===== src/rtl/counter_pkg.sv =====
// counter_pkg
// Shared types and defaults for the counter control slice.
//   op_e          : command opcodes carried on cmd_op_i
//   state_e       : controller states
//   COUNTER_WIDTH : default counter width
package counter_pkg;

    localparam int COUNTER_WIDTH = 4;

    typedef enum logic [1:0] {
        OP_LOAD   = 2'd0,
        OP_CLEAR  = 2'd1,
        OP_RUN_N  = 2'd2,
        OP_RUN_TO = 2'd3
    } op_e;

    typedef enum logic [2:0] {
        ST_IDLE  = 3'd0,
        ST_LOAD  = 3'd1,
        ST_CALC  = 3'd2,
        ST_RUN   = 3'd3,
        ST_CHECK = 3'd4
    } state_e;

endpackage


===== src/rtl/counter_ctrl.sv =====
// counter_ctrl
// Command-driven initiator for a loadable up-counter. Accepts LOAD, CLEAR,
// RUN_N and RUN_TO commands over valid/ready, drives the counter's
// enable/load/data pins, then reads the count back and reports completion
// with a mismatch flag.
//
// Ports:
//   clk_i        clock, rising edge
//   rst_i        synchronous active-high reset (shared with the counter)
//   cmd_valid_i  command present
//   cmd_ready_o  controller idle and out of reset
//   cmd_op_i     opcode (op_e)
//   cmd_data_i   load value / cycle count / target, by opcode
//   count_i      counter output
//   enable_o     counter increment request
//   load_o       counter load request
//   data_o       counter load value (zero outside LOAD)
//   done_o       one-cycle completion pulse
//   err_o        final count differed from expected (only with done_o)
//   busy_o       command in progress
module counter_ctrl
    import counter_pkg::*;
#(
    parameter int WIDTH = COUNTER_WIDTH
) (
    input  logic             clk_i,
    input  logic             rst_i,
    input  logic             cmd_valid_i,
    output logic             cmd_ready_o,
    input  logic [1:0]       cmd_op_i,
    input  logic [WIDTH-1:0] cmd_data_i,
    input  logic [WIDTH-1:0] count_i,
    output logic             enable_o,
    output logic             load_o,
    output logic [WIDTH-1:0] data_o,
    output logic             done_o,
    output logic             err_o,
    output logic             busy_o
);

    localparam logic [WIDTH-1:0] ZERO_C = {WIDTH{1'b0}};
    localparam logic [WIDTH-1:0] ONE_C  = {{(WIDTH-1){1'b0}}, 1'b1};

    state_e           state_r;
    state_e           state_next_s;
    op_e              op_r;
    op_e              cmd_op_s;
    logic [WIDTH-1:0] data_r;
    logic [WIDTH-1:0] remaining_r;
    logic [WIDTH-1:0] expected_r;
    logic             accept_s;
    logic [WIDTH-1:0] load_value_s;
    logic [WIDTH-1:0] calc_remaining_s;
    logic [WIDTH-1:0] calc_expected_s;

    // Handshake: ready only when idle and reset is not asserted this cycle.
    always_comb begin
        cmd_op_s    = op_e'(cmd_op_i);
        cmd_ready_o = (state_r == ST_IDLE) && !rst_i;
        accept_s    = cmd_valid_i && cmd_ready_o;
    end

    // Load value and run arithmetic derived from the latched command.
    // RUN_TO distance wraps modulo 2^WIDTH so a target below the current
    // count runs through the top value and back to zero.
    always_comb begin
        if (op_r == OP_LOAD) begin
            load_value_s = data_r;
        end else begin
            load_value_s = ZERO_C;
        end
        case (op_r)
            OP_RUN_TO: begin
                calc_remaining_s = data_r - count_i;
                calc_expected_s  = data_r;
            end
            OP_RUN_N: begin
                calc_remaining_s = data_r;
                calc_expected_s  = count_i + data_r;
            end
            default: begin
                calc_remaining_s = ZERO_C;
                calc_expected_s  = count_i;
            end
        endcase
    end

    // Next-state decode.
    always_comb begin
        state_next_s = state_r;
        case (state_r)
            ST_IDLE: begin
                if (accept_s) begin
                    if ((cmd_op_s == OP_LOAD) || (cmd_op_s == OP_CLEAR)) begin
                        state_next_s = ST_LOAD;
                    end else begin
                        state_next_s = ST_CALC;
                    end
                end else begin
                    state_next_s = ST_IDLE;
                end
            end
            ST_LOAD: state_next_s = ST_CHECK;
            ST_CALC: begin
                if (calc_remaining_s != ZERO_C) begin
                    state_next_s = ST_RUN;
                end else begin
                    state_next_s = ST_CHECK;
                end
            end
            // Leave RUN on the cycle carrying the last enable.
            ST_RUN: begin
                if (remaining_r == ONE_C) begin
                    state_next_s = ST_CHECK;
                end else begin
                    state_next_s = ST_RUN;
                end
            end
            ST_CHECK: state_next_s = ST_IDLE;
            default:  state_next_s = ST_IDLE;
        endcase
    end

    // Moore output decode from the state register.
    always_comb begin
        enable_o = 1'b0;
        load_o   = 1'b0;
        data_o   = ZERO_C;
        done_o   = 1'b0;
        err_o    = 1'b0;
        busy_o   = (state_r != ST_IDLE);
        case (state_r)
            ST_LOAD: begin
                load_o = 1'b1;
                data_o = load_value_s;
            end
            ST_RUN: enable_o = 1'b1;
            ST_CHECK: begin
                done_o = 1'b1;
                err_o  = (count_i != expected_r);
            end
            default: begin
                enable_o = 1'b0;
                load_o   = 1'b0;
            end
        endcase
    end

    // State, command latch, remaining-cycle down-counter and expected value.
    always_ff @(posedge clk_i) begin
        if (rst_i) begin
            state_r     <= ST_IDLE;
            op_r        <= OP_LOAD;
            data_r      <= ZERO_C;
            remaining_r <= ZERO_C;
            expected_r  <= ZERO_C;
        end else begin
            state_r <= state_next_s;
            case (state_r)
                ST_IDLE: begin
                    if (accept_s) begin
                        op_r   <= cmd_op_s;
                        data_r <= cmd_data_i;
                    end
                end
                ST_LOAD: expected_r <= load_value_s;
                ST_CALC: begin
                    remaining_r <= calc_remaining_s;
                    expected_r  <= calc_expected_s;
                end
                ST_RUN: remaining_r <= remaining_r - ONE_C;
                default: begin
                    remaining_r <= remaining_r;
                end
            endcase
        end
    end

endmodule


===== config.mk =====
export PLATFORM = sky130hd
export DESIGN_NAME = counter_ctrl
export DESIGN_NICKNAME = d
export VERILOG_FILES = /design/src/rtl/counter_pkg.sv /design/src/rtl/counter_ctrl.sv
export SDC_FILE = /design/constraint.sdc
export NUM_CORES = 1
export LEC_CHECK = 0
export CORE_UTILIZATION = 50
export DETAILED_ROUTE_END_ITERATION = 12
export HOLD_SLACK_MARGIN = 0.06
export MAX_ROUTING_LAYER = met4
export PLACE_DENSITY = 0.81
export SLEW_MARGIN = 20
export SYNTH_ARGS = -nofsm -noshare
export SYNTH_HDL_FRONTEND = slang
export SYNTH_SLANG_ARGS = --single-unit
export TNS_END_PERCENT = 10

===== constraint.sdc =====
create_clock -name clk_i -period 2.7 [get_ports clk_i]
set_input_delay 0.27 -clock clk_i [delete_from_list [all_inputs] [get_ports clk_i]]
set_output_delay 0.27 -clock clk_i [all_outputs]
set_load 0.01 [all_outputs]

==> impl.org <==
** Run status
- Outcome :: finished, final reports clean

** Routing
- Antenna-violating nets left :: 0
- In the final routed layout, each cell accounts on average for 15.60 microns.
- Initial DRC count :: 62
- Total wire length after detailed routing :: 3587 microns
- The first TritonRoute pass finished after 4 iterations.
- Number of remaining DRC errors :: 0
- For this block, the via count after detailed routing is 1422.
- Routed via count divided by cell count :: 6.183

** Worst setup path
- In this run the worst setup path terminates at data_o[1].
- Sequence of cells on the critical path :: inv_2 > or3_4 > clkinv_2 > and3_1 > clkdlybuf4s50_1
- Critical path's top delay family :: buffers and inverters
- Worst setup path start :: state_r[0]
- In this run the register-to-register setup slack is 0.72 ns.
- Worst-path fanout max :: 9
- Worst path depth :: 5
- The critical path is of the reg2out type.
- Critical path launch point type :: flip-flop
- Data required time of the worst path :: 2.43 ns
- The worst register-to-register path begins at data_r[2].
- Path depth of the worst reg2reg path :: 5
- In this run the critical register-to-register path is captured at state_r[1].
- Maximum single-stage delay on the critical path :: 0.54 ns
- The worst setup path is captured at a primary output.
- Counting both buffers and inverters, the worst setup path holds a total of 3.
- The largest individual stage delay along the critical path comes from the cell sky130_fd_sc_hd__clkdlybuf4s50_1.
- Data arrival time of the worst path :: 2.12 ns

** Timing
- For the final database, setup skew stands at 0.005903 ns.
- Final-layout worst hold slack :: 0.4906 ns
- Relative slew slack :: 0.5404
- Unrepaired setup endpoints after global routing :: false
- Setup violations remaining at the end of the flow were counted as 0.
- Final Hold Vio Count :: 0
- The max-slew violation count came to 0.
- Share of the clock period used by the worst path after layout :: 0.8861
- For the pin with the worst max-slew slack, the measured transition is 0.6863 ns.
- Derived from the worst setup path, the maximum achievable clock frequency is 418.0 MHz.
- After layout, the minimum clock period comes to 2.393 ns.
- Accumulated negative setup slack :: 0 ns

** Logic synthesis
- Yosys mapped a number of flops with a built-in enable equal to 0.
- Most instantiated flip-flop cell in the synthesis netlist :: sky130_fd_sc_hd__dfxtp_1
- In the post-synthesis netlist, the cell with the most instances is sky130_fd_sc_hd__nand2_1.
- Share of flip-flops with an asynchronous set or reset :: 0
- Synthesis handed over a netlist of 179 instances.
- Net count after synthesis :: 202
- For this run, the register share of the synthesized area comes to 0.2426.
- Yosys mapped the design onto 52 distinct sky130hd cell types.
- Synthesis inferred 17 register bits.
- Ranking of synthesized cells by instance count :: sky130_fd_sc_hd__nand2_1, sky130_fd_sc_hd__dfxtp_1, sky130_fd_sc_hd__inv_1
- Netlist area before placement :: 1403 sq um
- Yosys warns :: 0
- Largest area contributor in the netlist :: sky130_fd_sc_hd__dfxtp_1
- Area share of the largest cell type after synthesis :: 0.2426
- Ranked by total cell area, the synthesized netlist is headed by sky130_fd_sc_hd__dfxtp_1, sky130_fd_sc_hd__nand2_1, sky130_fd_sc_hd__ha_1.
- Post-synthesis area per instance :: 7.836 sq um

** Clock tree
- Clock latency on the worst-skew pair :: 0.30 ns
- Clock tree from TritonCTS :: yes
- Post_cts resized :: 0
- Number of buffers added by the clock tree synthesis step :: 3
- Buffer count from post-CTS setup fixing :: 0
- Maximum count of clock buffers along a single path :: 2
- Hold buffer count at cts :: 0
- The tree built by TritonCTS fans out to 17 sinks.
- Depth of the CTS H-tree :: 1
- Clock-pin slew was measured on the worst setup and hold paths at 0.12 ns.
- CTS placed an instance of sky130_fd_sc_hd__clkbuf_4 at the clock tree root.

** Power
- In this run the static leakage power is 0.6875 nW.
- VDD IR max :: 0.3081 mV
- Dividing total power by cell area gives a power density of 362.9 nW/um^2.

** Die
- Placeable core region :: 2567 sq um
- Die extent in x :: 54.97 microns
- Total Die Area :: 3021 sq um
- Ports :: 23
- Die boundary height :: 54.97 microns
- After floorplanning, the core was divided into 18 placement rows.
- Initial Utilization :: 0.5463

** Global route
- Total gr overflow :: 0
- GRT Resource Usage Total :: 0.2798
- Antenna violations before repair :: 0
- Pin count of the biggest net entering global routing :: 20
- The first global-routing pass estimated 5809 microns of wire.
- The number of global-route vias before repair was 1233.

** Worst hold path
- Type of the tightest min-delay check :: in2reg

** Final layout
- # diodes :: 0
- Relative to the synthesized area, the layout overhead comes to 19.71%.
- Of the cells placed in the final design, the portion with a size suffix greater than 1 is 0.08500.
- Count of nets after finishing :: 224

** Placed design
- The count of buffers added on input and output ports is 22.
- The congestion estimate from routability-driven global placement came to 0.9138.
- HPWL after DPL :: 2684 microns

** Job
- Max-cap violation count :: 0
[worst register-to-register path, stage by stage, from the launching register on]
cell                       delay, ns
sky130_fd_sc_hd__dfxtp_1        0.47
sky130_fd_sc_hd__ha_1           0.37
sky130_fd_sc_hd__a21oi_1        0.35
sky130_fd_sc_hd__and2_1         0.24
sky130_fd_sc_hd__xnor3_1        0.28
sky130_fd_sc_hd__o221ai_2       0.20
[placed cells by master, fill, tap and decap left out, drive strengths merged, types with 2 or more instances in the layout]
master         netlist  final
a211oi               4      4
a21boi               2      2
a21o                 2      2
a21oi                9      9
and2                 2      2
and3                 7      7
buf                  2      4
clkbuf               7      3
clkdlybuf4s50        0     22
clkinv               1      2
dfxtp               17     17
fa                   2      2
ha                   8      8
inv                 12     12
mux2i                3      3
nand2               27     27
nand2b               2      2
nand3                6      6
nand3b               2      2
nand4                2      2
nand4b               2      2
nor2                 6      6
nor2b                4      4
nor3                 4      4
nor3b                3      3
nor4                 4      4
o21ai                7      7
o221ai               3      3
o31ai                3      3
or2                  2      2
or3                  3      3
xor2                 6      6
[worst min path at each step]
| stage | startpoint | to | slack, ns | cells after the start |
|---|---|---|---|---|
| after CTS | cmd_data_i[2] | data_r[2] | 0.49 | 3 |
| after detailed placement | remaining_r[1] | remaining_r[1] | 0.52 | 1 |
| after global routing | cmd_data_i[3] | data_r[3] | 0.48 | 3 |
| after floorplan | cmd_data_i[2] | data_r[2] | 0.37 | 2 |
| after global placement | remaining_r[1] | remaining_r[1] | 0.52 | 1 |
| final | cmd_data_i[2] | data_r[2] | 0.49 | 3 |
[state kept, by name, indices dropped and copies added, names as in the netlist]
name / cells
data_r: 4
expected_r: 4
op_r: 2
remaining_r: 4
state_r: 3
[power breakdown]
part | internal (mW) | total (mW) | switching (mW)
Combinational | 0.0834 | 0.180 | 0.0965
Sequential | 0.263 | 0.281 | 0.0180
Clock | 0.0551 | 0.148 | 0.0933
Total | 0.402 | 0.609 | 0.208
[kinds of logic (layout without fill, tap and decap cells)]
kind of cell / count (synthesis) / in the layout / share of synthesized area
and+or+nand+nor: 78 / 78 / 0.2988
AOI/OAI and AO/OA: 41 / 41 / 0.2141
muxes: 3 / 3 / 0.02141
xor gates and xnor gates: 8 / 8 / 0.05977
buffers and inverters: 22 / 43 / 0.06333
DFF: 17 / 17 / 0.2426
adders and majority gates: 10 / 10 / 0.09991
[stage by stage]
| stage | utilization | area, sq um | total power [mW] | cells | setup WS (ns) |
|---|---|---|---|---|---|
| CTS | 0.6540 | 1679 | 0.6070 | 230 | 0.3410 |
| floorplan | - | 1403 | 0.3997 | 179 | 0.8855 |
| detailed placement | 0.6433 | 1652 | 0.4618 | 226 | 0.2755 |
| global route | 0.6540 | 1679 | 0.6409 | 230 | 0.2199 |
| global placement | 0.6433 | 1652 | 0.4545 | 226 | 0.3986 |
| finish | 0.6540 | 1679 | 0.6094 | 230 | 0.3074 |
[final cells by class]
cell class / instances / area [sq um]
inverter: 13 / 50.05
fill: 217 / 888.4
timing repair buffer: 26 / 250.2
clock buffer: 3 / 22.52
clock inverter: 1 / 5.005
sequential: 17 / 340.3
multi-input combinational: 140 / 973.4
tap: 30 / 37.54
[layer usage]
metal,track usage,routed length (microns),vias to the layer above
met1,0.3794,1552,664
met2,0.4277,1713,62
met4,0.07917,61,0
met3,0.04645,260,10
li1,-,-,686
met5,-,0,-
(Power assumes the default switching activity.)
